## src/rtl/output_wb_pkg.sv

```systemverilog
// output_wb_pkg: shared state type, default widths and saturation-limit helpers for output_writeback
package output_wb_pkg;
  typedef enum logic [1:0] {IDLE, RUN, DONE} wb_state_t;
  localparam int ACC_W_D = 32;
  localparam int OUT_W_D = 16;
  localparam int ADDR_W_D = 2;
  function automatic longint sat_max(input int w);
    return (64'sd1 <<< (w - 1)) - 64'sd1;
  endfunction
  function automatic longint sat_min(input int w);
    return -(64'sd1 <<< (w - 1));
  endfunction
endpackage

```

## src/rtl/output_writeback_quantize.sv

```systemverilog
// acc_quantize: acc -> round-half-up shift, saturate to signed OUT_W (sat), optional ReLU -> y
module acc_quantize
  import output_wb_pkg::*;
#(
  parameter int ACC_W = ACC_W_D,
  parameter int OUT_W = OUT_W_D,
  parameter int FRAC_SHIFT = 8
) (
  input  logic [ACC_W-1:0] acc,
  input  logic             relu,
  output logic [OUT_W-1:0] y,
  output logic             sat
);
  localparam logic signed [ACC_W:0] HALF = (ACC_W + 1)'(1) << (FRAC_SHIFT - 1);
  localparam logic signed [ACC_W:0] MAXV = (ACC_W + 1)'(sat_max(OUT_W));
  localparam logic signed [ACC_W:0] MINV = (ACC_W + 1)'(sat_min(OUT_W));
  logic signed [ACC_W:0] r, s;
  logic hi, lo;
  logic [OUT_W-1:0] y_sat;
  assign r = $signed({acc[ACC_W-1], acc}) + HALF;
  assign s = r >>> FRAC_SHIFT;
  assign hi = s > MAXV;
  assign lo = s < MINV;
  assign sat = hi | lo;
  assign y_sat = hi ? MAXV[OUT_W-1:0] : lo ? MINV[OUT_W-1:0] : s[OUT_W-1:0];
  assign y = (relu && y_sat[OUT_W-1]) ? '0 : y_sat;
endmodule

```

## src/rtl/output_writeback.sv

```systemverilog
// output_writeback: accepts NUM_OUT acc results per start, writes quantized data to addr 0..NUM_OUT-1, pulses done, sticky sat_flag
module output_writeback
  import output_wb_pkg::*;
#(
  parameter int ACC_W = ACC_W_D,
  parameter int OUT_W = OUT_W_D,
  parameter int NUM_OUT = 3,
  parameter int ADDR_W = ADDR_W_D,
  parameter int FRAC_SHIFT = 8
) (
  input  logic              clk,
  input  logic              rst,
  input  logic              start,
  input  logic              relu_en,
  input  logic [ACC_W-1:0]  acc_in,
  input  logic              acc_valid,
  output logic              acc_ready,
  output logic [OUT_W-1:0]  wr_data,
  output logic [ADDR_W-1:0] wr_addr,
  output logic              wr_en,
  output logic              busy,
  output logic              done,
  output logic              sat_flag
);
  localparam logic [ADDR_W-1:0] LAST = ADDR_W'(NUM_OUT - 1);
  wb_state_t state;
  logic [ADDR_W-1:0] count;
  logic relu_q, q_sat;
  logic [OUT_W-1:0] q_y;
  acc_quantize #(.ACC_W(ACC_W), .OUT_W(OUT_W), .FRAC_SHIFT(FRAC_SHIFT)) u_q (
    .acc(acc_in), .relu(relu_q), .y(q_y), .sat(q_sat)
  );
  assign acc_ready = state == RUN;
  assign busy = state != IDLE;
  always_ff @(posedge clk) begin
    if (rst) begin
      state <= IDLE;
      count <= '0;
      relu_q <= 1'b0;
      wr_data <= '0;
      wr_addr <= '0;
      wr_en <= 1'b0;
      done <= 1'b0;
      sat_flag <= 1'b0;
    end else begin
      wr_en <= 1'b0;
      done <= 1'b0;
      case (state)
        IDLE: if (start) begin
          state <= RUN;
          count <= '0;
          sat_flag <= 1'b0;
          relu_q <= relu_en;
        end
        RUN: if (acc_valid) begin
          wr_data <= q_y;
          wr_addr <= count;
          wr_en <= 1'b1;
          count <= count + 1'b1;
          sat_flag <= sat_flag | q_sat;
          if (count == LAST) begin
            state <= DONE;
            done <= 1'b1;
          end
        end
        default: state <= IDLE;
      endcase
    end
  end
endmodule

```

## config.mk

```make
export PLATFORM = sky130hd
export DESIGN_NAME = output_writeback
export DESIGN_NICKNAME = d
export VERILOG_FILES = /design/src/rtl/output_wb_pkg.sv /design/src/rtl/output_writeback_quantize.sv /design/src/rtl/output_writeback.sv
export SDC_FILE = /design/constraint.sdc
export NUM_CORES = 1
export LEC_CHECK = 0
export ABC_AREA = 1
export BUFFER_PORTS_ARGS = -buffer_cell sky130_fd_sc_hd__buf_2
export CORE_MARGIN = 4
export CORE_UTILIZATION = 47
export DETAILED_ROUTE_END_ITERATION = 10
export PLACE_DENSITY = 0.76
export SYNTH_ARGS = -nofsm -noshare
export SYNTH_HDL_FRONTEND = slang
export SYNTH_HIERARCHICAL = 1
export SYNTH_SLANG_ARGS = --single-unit
```

## constraint.sdc

```tcl
create_clock -name clk -period 1.8 [get_ports clk]
set_clock_uncertainty 0.05 [all_clocks]
set_input_delay 0.27 -clock clk [delete_from_list [all_inputs] [get_ports clk]]
set_output_delay 0.27 -clock clk [all_outputs]
set_load 0.005 [all_outputs]
```

## Yosys cells after proc, flatten, opt, wreduce, memory -nomap -nowiden

Cells that the tools add are included.

- Bits of input ports: 37
- Flip-flop bits (word level): 26

- Muxes and demuxes: 15
- Reduce and logical (&&, ||, !) cells: 10
- Equality and inequality tests: 5
- Bitwise operators: 4
- Add/subtract/negate cells: 2
- Order comparisons: 2

Operators by type and width:

| cell | count |
|---|---|
| $mux 16 | 3 |
| $add 32x9->33 const B | 1 |
| $gt 25x16->1 const B | 1 |
| $lt 25x16->1 const B | 1 |
| $mux 2 | 5 |
| $pmux 2 s2 | 2 |
| $reduce_and 3->1 | 2 |
| $mux 1 | 4 |
| $ne 2x2->1 const B | 2 |
| $reduce_and 2->1 | 2 |
| $reduce_bool 2->1 | 2 |
| $reduce_or 3->1 | 1 |
| $add 2x1->2 const B | 1 |
| $eq 2x1->1 const B | 1 |
| $eq 2x2->1 const B | 1 |
| $logic_not 2->1 | 1 |
| $ne 2x1->1 const B | 1 |
| $not 1->1 | 2 |
| $or 1x1->1 | 2 |
| $pmux 1 s2 | 1 |
| $reduce_or 2->1 | 1 |
| $logic_and 1x1->1 | 1 |

## Depth between registers and ports, before layout

- Depth after elaboration: 6
- Gate-level depth with buffers: 17
- Gate-level depth less buffers: 16

## Hierarchy

Netlist, hierarchy kept.

By module, submodules not included:

| module | area each (um^2) | sequential area each (um^2) | instances | cells each |
|---|---|---|---|---|
| acc_quantize | 1021.0 | 0.0 | 1 | 212 |
| output_writeback | 1014.7 | 520.5 | 1 | 119 |

## Worst setup path after synthesis

Ideal clock, no wire load.

- Path kind: input to register
- Start: input acc_in[7]
- End: register wr_data[9]
- Data required time: 1.619 ns
- Stages on the path: 14
- Library setup time: 0.131 ns
- Setup slack: -0.087 ns
- Arrival time: 1.707 ns
- Cells stage by stage: ha_1 -> nand2_1 -> nor2_2 -> nand2_2 -> o21ai_0 -> nand2_1 -> nand3b_1 -> nor2_1 -> nand3_1 -> nand2_2 -> buf_6 -> a21oi_2 -> nand2_2 -> a21oi_2

- Longest elaborated chain between the ends: 6
- Elaborated cells on any way between the ends: 7
- Those cells by class: add/sub (1); order compare (2); mux (3); reduce/logical (1)

RTL lines:

| element | line | RTL |
|---|---|---|
| start: declaration | output_writeback.sv:15 | `input logic [ACC_W-1:0] acc_in,` |
| $add 32x9->33 (*) | output_writeback_quantize.sv:20 | `assign r = $signed({acc[ACC_W-1], acc}) + HALF;` |
| $lt 25x16->1 | output_writeback_quantize.sv:23 | `assign lo = s < MINV;` |
| $mux 16 | output_writeback_quantize.sv:25 | `assign y_sat = hi ? MAXV[OUT_W-1:0] : lo ? MINV[OUT_W-1:0] : s[OUT_W-1:0];` |
| $mux 16 (*) | output_writeback_quantize.sv:25 |  |
| $logic_and 1x1->1 | output_writeback_quantize.sv:26 | `assign y = (relu && y_sat[OUT_W-1]) ? '0 : y_sat;` |
| $mux 16 (*) | output_writeback_quantize.sv:26 |  |
| net q_y[9] | output_writeback.sv:29 | `logic [OUT_W-1:0] q_y;` |
| end signal: assignment | output_writeback.sv:56 | `wr_data <= q_y;` |
| end: declaration | output_writeback.sv:18 | `output logic [OUT_W-1:0] wr_data,` |

Mark *: on every way through the listed nets, which the timed path passes. The rest lies on a longest branch.
A chain may end at the register's enable or synchronous reset.

## Worst setup path after layout

- Start: input acc_in[8]
- End: register wr_data[1]

The elaborated chain is that of the path after synthesis.

==> results by group <==
Outcome
  • Status: finished, violations left
  • Failing checks: negative setup slack

Clock tree
  • Clk_lat worst skew: 260 ps
  • CTS tree: yes
  • CTS H-tree lvls: 1
  • CTS Buf Count: 3
  • Clock-pin transition on the worst setup and hold timing paths: 90 ps
  • CTS Hold Buffers Added: 0
  • TritonCTS Sinks: 26
  • Clk root buf: clkbuf_8
  • Clk buf depth: 2

Timing
  • Finish-stage setup viols: 6
  • Final Hold Vio Count: 0
  • Setup WS post-layout: -45.4 ps
  • Final Critical Period: between 1500 and 2000 ps
  • FMAX: between 0.5 and 0.6 GHz
  • Fin. max-slew vios: 0
  • Tightest Pin Transition: roughly 350 ps
  • RSZ-0062 raised after global routing: yes
  • Final period util: 1.03
  • Max_slew headroom: 0.765

Floorplan
  • Die area: approximately 5400 um2
  • Core Region: slightly above 4000 um2
  • Die X: roughly 74 um
  • IO Pins: 60
  • Num rows: 23
  • Initial Utilization: 0.498
  • Chip Height: about 74 um

Synth
  • Post-synth top cells: nand2_1 (122), nor2_1 (37), inv_1 (33)
  • Synth Register Bits: 26
  • Cells after Synth: 331
  • Synth Flop Type: dfxtp_1
  • Cell variety after synth: 24
  • Synthesized Nets: 370
  • Synth async-reset ratio: 0
  • Top-count cell post-synth: nand2_1
  • Top cell type's share of synthesized area: 0.256
  • Syn. warnings: 6
  • Avg Cell Area, Syn: 6.15 um2
  • Post-synth EDFFs: 0
  • Synthesized area: between 2000 and 2500 um2
  • Post-synth top area cell: dfxtp_1
  • Synth area leaders: dfxtp_1 (26%), nand2_1 (22%), a21oi_2 (8.2%)
  • Seq/Total Area, Yosys: 0.256

Routing
  • Drt initial violations: 108
  • First-pass iteration count of the detailed router: 4
  • Routed wire length: roughly 5300 um
  • Antenna Nets Post-Route: 0
  • WL/cell: 11.0 um
  • # DRC: 0
  • Via density: a little under 5
  • Vias: between 2,000 and 2,500

Layout
  • Fin cells: around 480
  • Share of layout cells above drive strength 1: 0.418
  • Ant diodes: 0
  • NumNets Final: around 470
  • Final Util: 0.709
  • Area Growth Syn to Fin: 42.3%

Job
  • Max-cap violation count: 0

Placement
  • Global placement routability congestion: between 0.8 and 0.9
  • Port-buffer cells: 52
  • Post-Place Setup Slack: -406 ps
  • HPWL after detailed placement: 4190 um
  • DP Cell Count: roughly 470

Min path
  • Hold Path Origin: relu_en
  • Worst Hold End: relu_q$_SDFFE_PP0P_
  • Worst min-delay path class: input pin to flop
  • WHS Path Cells: 3

Critical path
  • CP Launch Type: input pin
  • Worst-path cell chain: buf_8 -> ha_4 -> nand2_4 -> nor2_4 -> nand2_1 -> nor2_2 -> buf_4 -> nand2_1 -> nand2_1 -> nand2_2 -> nand2_2 -> nor2_2 -> nand3_2 -> nand2_4 -> nand2_2 -> a21oi_2 -> nand2_2 -> a21oi_2
  • Crit path top cell by count: nand2_2
  • Worst Setup End Kind: flop
  • Crit path DAT: around 2000 ps
  • R2r setup slk: around 450 ps
  • Start of the worst register-to-register path: state[0]$_SDFFE_PP0P_
  • Crit Path Category: input pin to flop
  • Critical R2R Capture: wr_data[8]$_SDFFE_PP0P_
  • CP Max Fanout: 8
  • Delay of the slowest cell on the worst path: 170 ps
  • CP max stage cell: nand2_4
  • Worst R2R Path Depth: 4
  • Worst Path Required: 1960 ps

Pwr
  • Power density over the cells: 524 nW/um2
  • VDD IR-drop max: roughly 0.00035 V
  • Leakage: between 1 and 1.5 nW

GRT
  • First-pass GRT wire length: about 8700 um
  • Gr usage total: 0.195
  • Largest net degree at the start of global routing: 27
  • Grt total ovfl: 0
  • Initial antenna violation count: 0
  • Number of global-route vias before repair: approximately 2,100
power breakdown:
part           internal [mW]  switching (mW)  leakage (nW)
clock network          0.297           0.174        0.0357
logic                  0.194           0.234          1.14
registers              0.604          0.0167         0.212
total                   1.09           0.425          1.39
worst max-delay path, delay by kind of cell:
family,cells,cell delay (ps)
AND/OR/NAND/NOR,13,1050
AO/OA/AOI/OAI,2,290
buffers and inverters,2,230
adder cells (fa/ha/maj),1,160
layer usage:
metal  vias to the layer above  share of wire  global-route usage
met3                         4          0.056              0.0233
met1                      1049           0.43               0.248
met5                         -              0                   0
met4                         0         0.0059              0.0362
li1                       1228              -                   -
met2                        62           0.51               0.354
per-stage QoR:
step                total power [mW]  cell area, um2  setup TNS (ps)  hold WS, ps
finish                          1.52            2900           -92.2          238
global route                    1.60            2900           -1470          248
CTS                             1.50            2790               0          233
detailed placement              1.02            2670           -6060          406
global placement                1.02            2670           -4940          390
floorplan                      0.855            2060            -517          289
how the worst max path moves through the flow:
| stage | startpoint | end | slack [ps] |
|---|---|---|---|
| after floorplan | acc_in[8] | wr_data[9]$_SDFFE_PP0P_ | -70 |
| after global placement | acc_in[8] | wr_data[0]$_SDFFE_PP0P_ | -350 |
| after detailed placement | acc_in[8] | wr_data[5]$_SDFFE_PP0P_ | -410 |
| after CTS | acc_in[7] | wr_data[13]$_SDFFE_PP0P_ | 3 |
| after global routing | acc_in[9] | wr_data[1]$_SDFFE_PP0P_ | -140 |
| final | acc_in[8] | wr_data[1]$_SDFFE_PP0P_ | -50 |
placed cells by master, fill, tap and decap left out, types with 8 or more instances in the layout:
cell | netlist | final
nand2_1 | 122 | 108
xor2_1 | 8 | 8
nor2_2 | 6 | 10
inv_1 | 33 | 33
nand3_1 | 17 | 15
nor2_1 | 37 | 31
dfxtp_1 | 26 | 26
a21oi_2 | 19 | 28
nand2_2 | 13 | 25
buf_2 | 4 | 50
buf_4 | 0 | 46
a21oi_1 | 19 | 10
final cells by class:
class                      count  area, um2
clock buffer                   3       41.3
sequential                    26        520
multi-input combinational    264       1460
tap                           50       62.6
clock inverter                 1       30.0
fill                         336       1190
timing repair buffer         100        657
inverter                      34        130
cells by family after synthesis:
| group | after synthesis | share of synthesized area |
|---|---|---|
| and+or+nand+nor | 207 | 0.442 |
| buffers and inverters | 42 | 0.0965 |
| AOI/OAI and AO/OA | 40 | 0.133 |
| xor gates and xnor gates | 14 | 0.0602 |
| adders and majority gates | 2 | 0.0123 |
| DFF | 26 | 0.256 |
state kept, by name, summed over array words and instances, names as in the netlist:
signal and count:
wr_addr 2, state 2, relu_q 1, wr_data 16, done 1, count 2, sat_flag 1, wr_en 1
repair_timing:
action | in CTS | in global routing
gates cloned | 1 | 0
buffers inserted | 1 | 1
setup endpoints to repair | 16 | 16
pin swaps | 11 | 30
gates resized for setup | 9 | 31
(Power assumes the default switching activity.)
